[config.mk]
export PLATFORM = sky130hd
export DESIGN_NAME = uart_fifo_transmitter
export DESIGN_NICKNAME = d
export VERILOG_FILES = /design/src/rtl/uart_fifo_transmitter.sv
export SDC_FILE = /design/constraint.sdc
export NUM_CORES = 1
export LEC_CHECK = 0
export ABC_AREA = 1
export BUFFER_PORTS_ARGS = -buffer_cell sky130_fd_sc_hd__buf_4
export CAP_MARGIN = 20
export CORE_MARGIN = 2
export CORE_UTILIZATION = 53
export DETAILED_ROUTE_END_ITERATION = 10
export PLACE_DENSITY = 0.76
export SETUP_SLACK_MARGIN = 0.3
export SKIP_CTS_REPAIR_TIMING = 1
export SKIP_LAST_GASP = 1
export SYNTH_ARGS = -nofsm -noshare
export SYNTH_HDL_FRONTEND = slang
export SYNTH_SLANG_ARGS = --single-unit
[constraint.sdc]
create_clock -name clk -period 1.6 [get_ports clk]
set_clock_uncertainty 0.1 [all_clocks]
set_input_delay 0.32 -clock clk [delete_from_list [all_inputs] [get_ports clk]]
set_output_delay 0.32 -clock clk [all_outputs]
set_load 0.05 [all_outputs]
[src/rtl/uart_fifo_transmitter.sv]
// rtl/uart_fifo_transmitter.sv - drains the TX FIFO read port and serialises words as async UART frames
// Optional parity bit between data and stop: define UART_TX_PARITY_EN.
module uart_fifo_transmitter #(
  parameter int DATA_BITS   = 8,
  parameter int SCALE_WIDTH = 16
) (
  input  logic                   clk,
  input  logic                   rst,
  input  logic                   enable,
  input  logic [SCALE_WIDTH-1:0] clock_scale,
`ifdef UART_TX_PARITY_EN
  input  logic                   parity_odd,
`endif
  input  logic [DATA_BITS-1:0]   fifo_data,
  input  logic                   fifo_is_data,
  output logic                   fifo_oe,
  output logic                   tx,
  output logic                   busy,
  output logic                   frame_done
);

  localparam int CNT_WIDTH = (DATA_BITS > 1) ? $clog2(DATA_BITS) : 1;
  localparam logic [CNT_WIDTH-1:0] LAST_BIT = CNT_WIDTH'(DATA_BITS - 1);

`ifdef UART_TX_PARITY_EN
  typedef enum logic [2:0] {IDLE, START, DATA, PARITY, STOP} state_t;
`else
  typedef enum logic [2:0] {IDLE, START, DATA, STOP} state_t;
`endif

  state_t                 state, stateNext;
  logic [DATA_BITS-1:0]   shiftReg, shiftNext;
  logic [CNT_WIDTH-1:0]   bitCnt, bitCntNext;
  logic [SCALE_WIDTH-1:0] baudCnt, baudNext;
  logic [SCALE_WIDTH-1:0] scaleReg, scaleNext;
  logic                   txNext, busyNext, oeNext, doneNext;
  logic                   bitEnd, startFrame, launch;
`ifdef UART_TX_PARITY_EN
  // Running parity: seeded with parity_odd, XORed with every data bit as it is sent.
  logic                   parityAcc, parityNext;
`endif

  assign bitEnd     = (baudCnt == '0);
  assign startFrame = enable && fifo_is_data;

  // State and registered outputs; reset drops any frame in flight and idles the line high.
  always_ff @(posedge clk) begin
    if (rst) begin
      state      <= IDLE;
      shiftReg   <= '0;
      bitCnt     <= '0;
      baudCnt    <= '0;
      scaleReg   <= '0;
      tx         <= 1'b1;
      busy       <= 1'b0;
      fifo_oe    <= 1'b0;
      frame_done <= 1'b0;
`ifdef UART_TX_PARITY_EN
      parityAcc  <= 1'b0;
`endif
    end else begin
      state      <= stateNext;
      shiftReg   <= shiftNext;
      bitCnt     <= bitCntNext;
      baudCnt    <= baudNext;
      scaleReg   <= scaleNext;
      tx         <= txNext;
      busy       <= busyNext;
      fifo_oe    <= oeNext;
      frame_done <= doneNext;
`ifdef UART_TX_PARITY_EN
      parityAcc  <= parityNext;
`endif
    end
  end

  // Next-state and next-output logic; a frame launch (from IDLE or back-to-back from STOP) pops the FIFO head.
  always_comb begin
    stateNext  = state;
    shiftNext  = shiftReg;
    bitCntNext = bitCnt;
    baudNext   = baudCnt;
    scaleNext  = scaleReg;
    txNext     = tx;
    busyNext   = busy;
    oeNext     = 1'b0;
    doneNext   = 1'b0;
    launch     = 1'b0;
`ifdef UART_TX_PARITY_EN
    parityNext = parityAcc;
`endif

    case (state)
      IDLE: begin
        txNext   = 1'b1;
        busyNext = 1'b0;
        if (startFrame) begin
          launch = 1'b1;
        end
      end

      START: begin
        if (bitEnd) begin
          stateNext  = DATA;
          txNext     = shiftReg[0];
          shiftNext  = shiftReg >> 1;
          bitCntNext = '0;
          baudNext   = scaleReg;
`ifdef UART_TX_PARITY_EN
          parityNext = parityAcc ^ shiftReg[0];
`endif
        end else begin
          baudNext = baudCnt - SCALE_WIDTH'(1);
        end
      end

      DATA: begin
        if (bitEnd) begin
          baudNext = scaleReg;
          if (bitCnt == LAST_BIT) begin
`ifdef UART_TX_PARITY_EN
            stateNext = PARITY;
            txNext    = parityAcc;
`else
            stateNext = STOP;
            txNext    = 1'b1;
`endif
          end else begin
            bitCntNext = bitCnt + CNT_WIDTH'(1);
            txNext     = shiftReg[0];
            shiftNext  = shiftReg >> 1;
`ifdef UART_TX_PARITY_EN
            parityNext = parityAcc ^ shiftReg[0];
`endif
          end
        end else begin
          baudNext = baudCnt - SCALE_WIDTH'(1);
        end
      end

`ifdef UART_TX_PARITY_EN
      PARITY: begin
        if (bitEnd) begin
          stateNext = STOP;
          txNext    = 1'b1;
          baudNext  = scaleReg;
        end else begin
          baudNext = baudCnt - SCALE_WIDTH'(1);
        end
      end
`endif

      STOP: begin
        if (bitEnd) begin
          doneNext = 1'b1;
          if (startFrame) begin
            launch = 1'b1;
          end else begin
            stateNext = IDLE;
            busyNext  = 1'b0;
          end
        end else begin
          baudNext = baudCnt - SCALE_WIDTH'(1);
        end
      end

      default: begin
        stateNext = IDLE;
        txNext    = 1'b1;
        busyNext  = 1'b0;
      end
    endcase

    // Frame launch: capture head word, pop it, drive the start bit and latch the baud divisor.
    if (launch) begin
      stateNext  = START;
      shiftNext  = fifo_data;
      oeNext     = 1'b1;
      txNext     = 1'b0;
      busyNext   = 1'b1;
      bitCntNext = '0;
      scaleNext  = clock_scale;
      baudNext   = clock_scale;
`ifdef UART_TX_PARITY_EN
      parityNext = parity_odd;
`endif
    end
  end

endmodule

## After elaboration in Yosys (flattened, before gate mapping)

Index checks and enable logic that the tools add are counted.

| operators by class | value |
|---|---|
| add/subtract/negate cells | 2 |
| equal/unequal tests | 20 |
| muxes and demuxes | 34 |
| bitwise operators | 2 |
| reduce and logical (&&, ||, !) cells | 16 |

Operators by type and width:

| kind | number |
|---|---|
| two-way mux 16 bit | 3 |
| two-way mux 8 bit | 4 |
| case mux 16 bit (2 select lines) | 1 |
| two-way mux 3 bit | 8 |
| != test 3 bit, second input constant | 7 |
| zero test 16 bit | 1 |
| != test 2 bit, second input constant | 8 |
| case mux 8 bit (2 select lines) | 1 |
| subtractor 16 x 1 -> 16 bit, second input constant | 1 |
| two-way mux 1 bit | 12 |
| case mux 3 bit (4 select lines) | 1 |
| AND reduction 6 bit | 2 |
| AND reduction 4 bit | 2 |
| equality test 3 x 2 -> 1 bit, second input constant | 2 |
| case mux 3 bit (2 select lines) | 1 |
| AND reduction 3 bit | 2 |
| nonzero test 3 bit | 2 |
| OR reduction 2 bit | 3 |
| case mux 1 bit (2 select lines) | 2 |
| adder 3 x 1 -> 3 bit, second input constant | 1 |
| equality test 3 x 1 -> 1 bit, second input constant | 1 |
| equality test 3 bit, second input constant | 1 |
| zero test 3 bit | 1 |
| case mux 1 bit (3 select lines) | 1 |
| other kinds (5) | 6 |

| word-level totals | value |
|---|---|
| register bits after elaboration | 50 |
| bits of input ports | 28 |
| logic and storage cells | 84 |

## Logic depth before layout (Yosys ltp)

Gate-level depths: netlist (run 1).

| logic depth | value |
|---|---|
| word-level depth | 6 |
| depth in mapped cells | 13 |

## Worst setup path before layout (run 1)

No wires, ideal clock.

| path | value |
|---|---|
| kind | reg2reg |
| from | reg baudCnt[0] |
| to | reg baudCnt[4] |
| arrival | 1.518 ns |
| required time | 1.385 ns |
| slack | -0.133 ns |
| cell stages (with the launch flop) | 14 |
| buffers on the path | 2 |
| period minus slack after synthesis | 1.733 ns |
| cell sequence | dfxtp_1 -> inv_1 -> ha_1 -> nand2_4 -> nor2_4 -> nand3_1 -> nand2_2 -> nand2_4 -> buf_6 -> buf_6 -> nand2_1 -> inv_1 -> nor2_1 -> nor2_1 |

| between the ends | value |
|---|---|
| cells in the longest elaborated chain, start to end | 5 |
| elaborated cells on any way between the ends | 11 |
| those cells by class | add/sub: 1; eq/ne: 1; mux: 6; reduce/logical: 3 |

Ends and longest elaborated chain:

| element | line | text |
|---|---|---|
| start: declaration | 34 | `logic [SCALE_WIDTH-1:0] baudCnt, baudNext;` |
| start signal: assignment | 65 | `baudCnt <= baudNext;` |
| branches (longest 5 deep; another with subtractor 16 x 1 -> 16 bit) | n/a |  |

Several ways; the timed one is not identified. The select of a mux whose other input is x is not followed.
A chain may end at the register's enable or synchronous reset.

## Final worst setup path (run 1)

| path | value |
|---|---|
| from | reg state[1] |
| to | reg scaleReg[6] |

| between the ends | value |
|---|---|
| cells in the longest elaborated chain, start to end | 2 |
| elaborated cells on any way between the ends | 3 |
| those cells by class | eq/ne: 1; mux: 1; reduce/logical: 1 |

Ends and longest elaborated chain:

| element | line | text |
|---|---|---|
| start: declaration | 31 | `state_t state, stateNext;` |
| start signal: assignment | 62 | `state <= stateNext;` |
| equality test 3 x 2 -> 1 bit or zero test 3 bit (tied branches) | 93 | `case (state)` |
| case mux 1 bit (2 select lines) (*) | 93 |  |
| end signal: assignment | 66 | `scaleReg <= scaleNext;` |
| end: declaration | 35 | `logic [SCALE_WIDTH-1:0] scaleReg, scaleNext;` |

Every way passes the cells marked *; elsewhere a longest branch is shown, timed or not.

==> impl_metrics.csv, run 1 <==
group,metric,value,unit
die,dieHeight,77.38,um
clock_network,cts_tree,"yes",
grt,overflow,0,
yosys,synth_seq_cells,49,
detailed_routing,vias_per_cell,5.925,
clock_network,cts_made_buffers,5,
grt,gr-usage-all-layers,26.74,%
detailed_routing,wl_per_cell,19.01,um
die,coreArea,0.005140,mm^2
die,initial_core_util,55.53,%
setup_path,critPathSlowestCell,"dfxtp_2",
setup_path,path_class,"register to register",
sta,finalSetupTns,-14.83,ns
clock_network,path_clk_slew,0.10,ns
place,place_ws,-0.1663,ns
setup_path,critPathTopFamily,"simple AND/OR/NAND/NOR gates",
detailed_routing,first_iter_violations,577,
final_layout,final_cell_mix,"nand2_1 (134), buf_4 (83), nor2_1 (50), dfxtp_1 (40), inv_1 (32)",
grt,grt_max_degree,24,
die,num_io_pins,32,
sta,clock.fmax,477.3,MHz
sta,tightest_slew,0.3338,ns
grt,gr-usage-met1,31.64,%
final_layout,layout-drive-gt1-share,42.24,%
detailed_routing,drt_first_pass_iters,6,
sta,finalCriticalPeriod,2.095,ns
yosys,synth-async-reset-ratio,0,%
place,gp_congestion,0.8767,
detailed_routing,postRouteAntennaNets,0,
clock_network,clk_latency,0.33,ns
setup_path,worstPathCellList,"ha_4 > inv_2 > nor2_2 > nand3_2 > nand2_4 > buf_4 > clkbuf_16 > nand3_2 > a21oi_1",
yosys,syn_area_per_cell,6.356,um^2
final_layout,final_common_cell,"nand2_1",
setup_path,cp_max_fo,5,
die,die_w,77.38,um
sta,hold_viol_final,0,
setup_path,setup.worst_path.end_class,"register",
yosys,synth_flop_cell,"dfxtp_1",
power,power_leakage,0.002098,uW
yosys,synth_nets,484,
grt,antenna_found_initial,0,
sta,whs,0.07919,ns
final_layout,fillers,270,
die,fp.dieArea,0.005988,mm^2
outcome,status,"finished, violations left",
place,io_buffers,31,
setup_path,cp.arrival,2.21,ns
yosys,ys_types,27,
grt,grt_pass1_wl,12.93,mm
final_layout,diodes,0,
outcome,violations,"setup timing",
sta,rsz0062_at_grt,"true",
sta,finalSetupViolCount,48,
grt,grt.busiest_layer,"met2",
grt,use_met2,48.35,%
sta,finalCritPeriodShare,130.9,%
final_layout,final_nets,588,
hold_path,min_path_type,"input port to register",
grt,grt_pass1_vias,2962,
power,power,9984,uW
clock_network,h-tree-depth,2,
setup_path,max_stage_delay,0.41,ns
sta,fin_ws,-0.4950,ns
setup_path,start_kind,"register",
sta,slew_headroom,77.74,%
setup_path,required,1.72,ns
detailed_routing,drc,0,
clock_network,clock-root-buffer,"clkbuf_8",
setup_path,critPathBufInv,3,
setup_path,cpMostUsedCell,"nand3_2",
clock_network,clkSinkCount,49,
detailed_routing,wl,11.86,mm
clock_network,cts.path.max_buffers,2,
final_layout,synthToLayoutAreaGrowth,56.64,%
sta,slew_violations,0,
die,num_rows,26,
detailed_routing,num_vias,3697,
power,ir_worst_vdd,1.294,mV
yosys,synthCells,449,
power,pwr_density_cell,2233,mW/mm^2
yosys,ys_seq_area_share,34.37,%
yosys,synth_edf_count,0,
yosys,ys.warnings.count,0,
run,cap_viol_max_count,0,
place,dp_hpwl,5.649,mm
grt,met3_usage,4.767,%
yosys,synth.cell_area,0.002854,mm^2
[cell type report]
type	instances	area, um^2	share of cell area, %
Multi-Input combinational cell	348	2116	47.33
Clock inverter	1	30.03	0.6717
Inverter	43	177.7	3.974
Sequential cell	49	994.7	22.25
Timing Repair Buffer	106	978.4	21.89
Clock buffer	7	86.33	1.931
Tap cell	70	87.58	1.959
[kinds of logic (layout without fill, tap and decap cells)]
group	after synthesis	count (layout)	synth area share, %
AOI/OAI and AO/OA	53	53	10.65
xor gates and xnor gates	4	4	1.228
adders and majority gates	7	7	3.069
buffers and inverters	56	157	8.724
DFF	49	49	34.37
and+or+nand+nor	280	284	41.96
[Yosys cell counts (3+ instances only)]
| library cell | count | area (um^2) |
|---|---|---|
| a21oi_1 | 17 | 85.08 |
| a21oi_2 | 7 | 61.31 |
| buf_2 | 4 | 20.02 |
| buf_6 | 4 | 45.04 |
| dfxtp_1 | 49 | 980.9 |
| ha_1 | 7 | 87.58 |
| inv_1 | 40 | 150.1 |
| inv_2 | 3 | 11.26 |
| nand2_1 | 158 | 593.1 |
| nand2_2 | 3 | 18.77 |
| nand2_4 | 4 | 45.04 |
| nand3_1 | 37 | 185.2 |
| nand3b_1 | 4 | 30.03 |
| nor2_1 | 65 | 244.0 |
| nor2_2 | 3 | 18.77 |
| nor2_4 | 5 | 56.30 |
| o21ai_0 | 11 | 55.05 |
| o21ai_1 | 10 | 50.05 |
| o22ai_1 | 6 | 37.54 |
[routing by layer]
metal	share of wire, %	vias to the layer above
li1	-	1631
met1	35	1701
met2	49	267
met3	9.1	98
met4	6.8	0
met5	0	-
[metrics by stage]
| step | instances | cell area, um^2 | utilization [%] |
|---|---|---|---|
| global route | 624 | 4471 | 86.98 |
| finish | 624 | 4471 | 86.98 |
| detailed placement | 592 | 3571 | 69.47 |
| global placement | 592 | 3571 | 69.47 |
| floorplan | 449 | 2923 | - |
| CTS | 600 | 3687 | 71.74 |
[tightest hold or removal path, stage by stage]
cell	delay, ns
buf_4	0.07
nand2_1	0.04
nand2_1	0.04
[final timing paths]
check                                  start           to  slack [ns]  depth (start not counted)
worst max-delay path                state[1]  scaleReg[6]       -0.50                          9
worst min register to register   scaleReg[7]  scaleReg[7]        0.38                          2
worst max register to register      state[1]  scaleReg[6]       -0.50                          9
worst min-delay path            fifo_data[2]  shiftReg[2]        0.08                          3
[power by group]
group	switching (uW)	total [uW]	internal, uW
registers	284	1840	1560
logic	4180	7170	2990
clock network	467	978	511
total	4930	9980	5050
[flip-flops by register name (all words and copies together), names as in the netlist]
register,flops
tx,1
state,2
fifo_oe,1
shiftReg,8
bitCnt,3
baudCnt,16
busy,1
frame_done,1
scaleReg,16
No activity file was read; power rests on OpenSTA's default activity.
==> run 2: changes to the inputs <==
BUFFER_PORTS_ARGS = -buffer_cell sky130_fd_sc_hd__buf_2   (was -buffer_cell sky130_fd_sc_hd__buf_4)
==> run 2 against run 1 <==
  * The run still ends with setup timing left
  * Die area stayed put
  * Global-route usage is 1.6 points lower
  * Sequential power about the same
  * Highest routed layer unchanged
  * Combinational power shrank 25%
  * First-iteration DRC count is 51% lower
  * Cell area decreased by 12%
==> impl_metrics.csv, run 2 (synthesis gave the netlist of run 1 again) <==
group,metric,value,unit
outcome,status,"finished, violations left",
outcome,violations,"setup timing",
power,ir_worst_vdd,1.012,mV
setup_path,path_class,"register to register",
setup_path,max_stage_delay,0.34,ns
run,cap_viol_max_count,0,
detailed_routing,wl,8.077,mm
sta,clock.fmax,572.8,MHz
clock_network,cts_tree,"yes",
grt,gr-usage-met1,30.72,%
setup_path,cp.arrival,1.84,ns
sta,tightest_slew,0.4068,ns
detailed_routing,drt_first_pass_iters,5,
setup_path,cp_max_fo,18,
detailed_routing,vias_per_cell,5.180,
place,post_dp_cell_area,0.003426,mm^2
detailed_routing,postRouteAntennaNets,0,
setup_path,critPathBufInv,1,
die,initial_core_util,55.53,%
hold_path,hp-start,"fifo_data[2]",
die,num_rows,26,
final_layout,final_cell_mix,"nand2_1 (140), nor2_1 (50), buf_4 (45), dfxtp_1 (36), inv_1 (33)",
power,power_leakage,0.001897,uW
detailed_routing,drc,0,
sta,finalCritPeriodShare,109.1,%
detailed_routing,num_vias,3108,
setup_path,r2r-start,"baudCnt[0]",
hold_path,whs_path_depth,3,
clock_network,cts_made_buffers,5,
setup_path,regToRegEndpoint,"baudCnt[12]",
grt,overflow,0,
setup_path,start_kind,"register",
grt,grt_pass1_wl,12.12,mm
die,coreArea,0.005140,mm^2
final_layout,final_area,0.003930,mm^2
grt,gr-usage-all-layers,25.17,%
sta,slew_headroom,72.85,%
die,dieHeight,77.38,um
clock_network,path_clk_slew,0.09,ns
final_layout,final_nets,564,
sta,finalSetupTns,-2.690,ns
clock_network,clkSinkCount,49,
setup_path,setup.worst_path.end_class,"register",
setup_path,critPathSlowestCell,"dfxtp_2",
sta,rsz0062_at_grt,"true",
sta,fin_ws,-0.1459,ns
place,dp_hpwl,5.383,mm
detailed_routing,wl_per_cell,13.46,um
final_layout,synthToLayoutAreaGrowth,37.70,%
grt,grt_max_degree,24,
final_layout,fillers,395,
die,die_w,77.38,um
final_layout,top_regs,"baudCnt x16, scaleReg x16, shiftReg x8",
clock_network,h-tree-depth,2,
clock_network,clk_latency,0.31,ns
place,place_ws,-0.1418,ns
power,power,8207,uW
hold_path,min_path_type,"input port to register",
setup_path,required,1.69,ns
grt,grt_pass1_vias,2747,
setup_path,rrSetupSlack,-0.15,ns
final_layout,layout-drive-gt1-share,36.23,%
sta,finalCriticalPeriod,1.746,ns
setup_path,cpMostUsedCell,"nand2_4",
final_layout,layout.cells.non_filler,600,
grt,antenna_found_initial,0,
grt,met3_usage,5.465,%
setup_path,r2r_cells,9,
die,num_io_pins,32,
grt,use_met2,44.52,%
clock_network,cts.path.max_buffers,2,
place,dp_cells,583,
power,pwr_density_cell,2088,mW/mm^2
setup_path,worstPathCellList,"inv_2 > ha_4 > nand2_4 > nor2_4 > nand3_2 > nand2_4 > nand2_4 > o21ai_1 > nor2_1",
sta,finalSetupViolCount,41,
place,io_buffers,31,
final_layout,diodes,0,
setup_path,critPathTopFamily,"simple AND/OR/NAND/NOR gates",
detailed_routing,first_iter_violations,282,
grt,grt.busiest_layer,"met2",
place,gp_congestion,0.8738,
sta,slew_violations,0,
final_layout,final_common_cell,"nand2_1",
die,fp.dieArea,0.005988,mm^2
clock_network,clock-root-buffer,"clkbuf_8",
sta,hold_viol_final,0,
hold_path,min_to,"shiftReg[2]",
## run 2: cell types whose count changed in the layout (fill, tap and decap cells not counted), moves of 4 or more
cell     before  now
nand2_8       7    1
buf_2         0   27
a21oi_1       5    9
buf_4        83   45
o21ai_2       6    1
dfxtp_1      40   36
o21ai_1       7   11
nand2_1     134  140
buf_12        7    1
a21oi_2      19   15
nand3_1      26   32
nand3_2       9    4
## run 2: worst max path at each step
stage | cells after the start | start | slack [ns] | to
after floorplan | 13 | baudCnt[0] | -0.004 | baudCnt[4]
after global placement | 11 | state[0] | -0.09 | shiftReg[1]
after detailed placement | 11 | baudCnt[8] | -0.14 | baudCnt[4]
after CTS | 11 | baudCnt[8] | -0.17 | shiftReg[0]
after global routing | 9 | baudCnt[9] | -0.27 | baudCnt[12]
final | 9 | baudCnt[0] | -0.15 | baudCnt[12]
## run 2: worst reg2reg max path: cells and delay by family (launching register included)
kind                     cells  cell delay, ns
buffers and inverters        1            0.08
AO/OA/AOI/OAI                1            0.21
flip-flops                   1            0.34
adder cells (fa/ha/maj)      1            0.14
AND/OR/NAND/NOR              6            0.76
## run 2: stage by stage
| step | util, % | hold slack, ns |
|---|---|---|
| after global placement | 66.65 | 0.3505 |
| final | 76.46 | 0.09439 |
| after global routing | 76.46 | 0.09788 |
| after detailed placement | 66.65 | 0.3549 |
| after floorplan | - | 0.3231 |
| after CTS | 68.99 | 0.09626 |
## run 2: cell type report
type / instances / area, um^2 / area share, %
Clock inverter: 2 / 37.54 / 0.9551
Multi-Input combinational cell: 344 / 1907 / 48.52
Sequential cell: 49 / 1002 / 25.50
Clock buffer: 6 / 82.58 / 2.101
Tap cell: 70 / 87.58 / 2.229
Timing Repair Buffer: 86 / 639.4 / 16.27
Inverter: 43 / 173.9 / 4.425
## run 2: power by group
group          internal, uW  total (uW)  switching, uW
Clock                   509         933            424
Combinational          2220        5410           3190
Sequential             1560        1860            299
## run 2: metal layers
metal | wire length [um] | part of all wire, % | vias to the layer above
met4 | 121 | 1.5 | 0
met1 | 3356 | 42 | 1422
li1 | - | - | 1562
met3 | 466 | 5.8 | 13
met2 | 4132 | 51 | 111
met5 | 0 | 0 | -
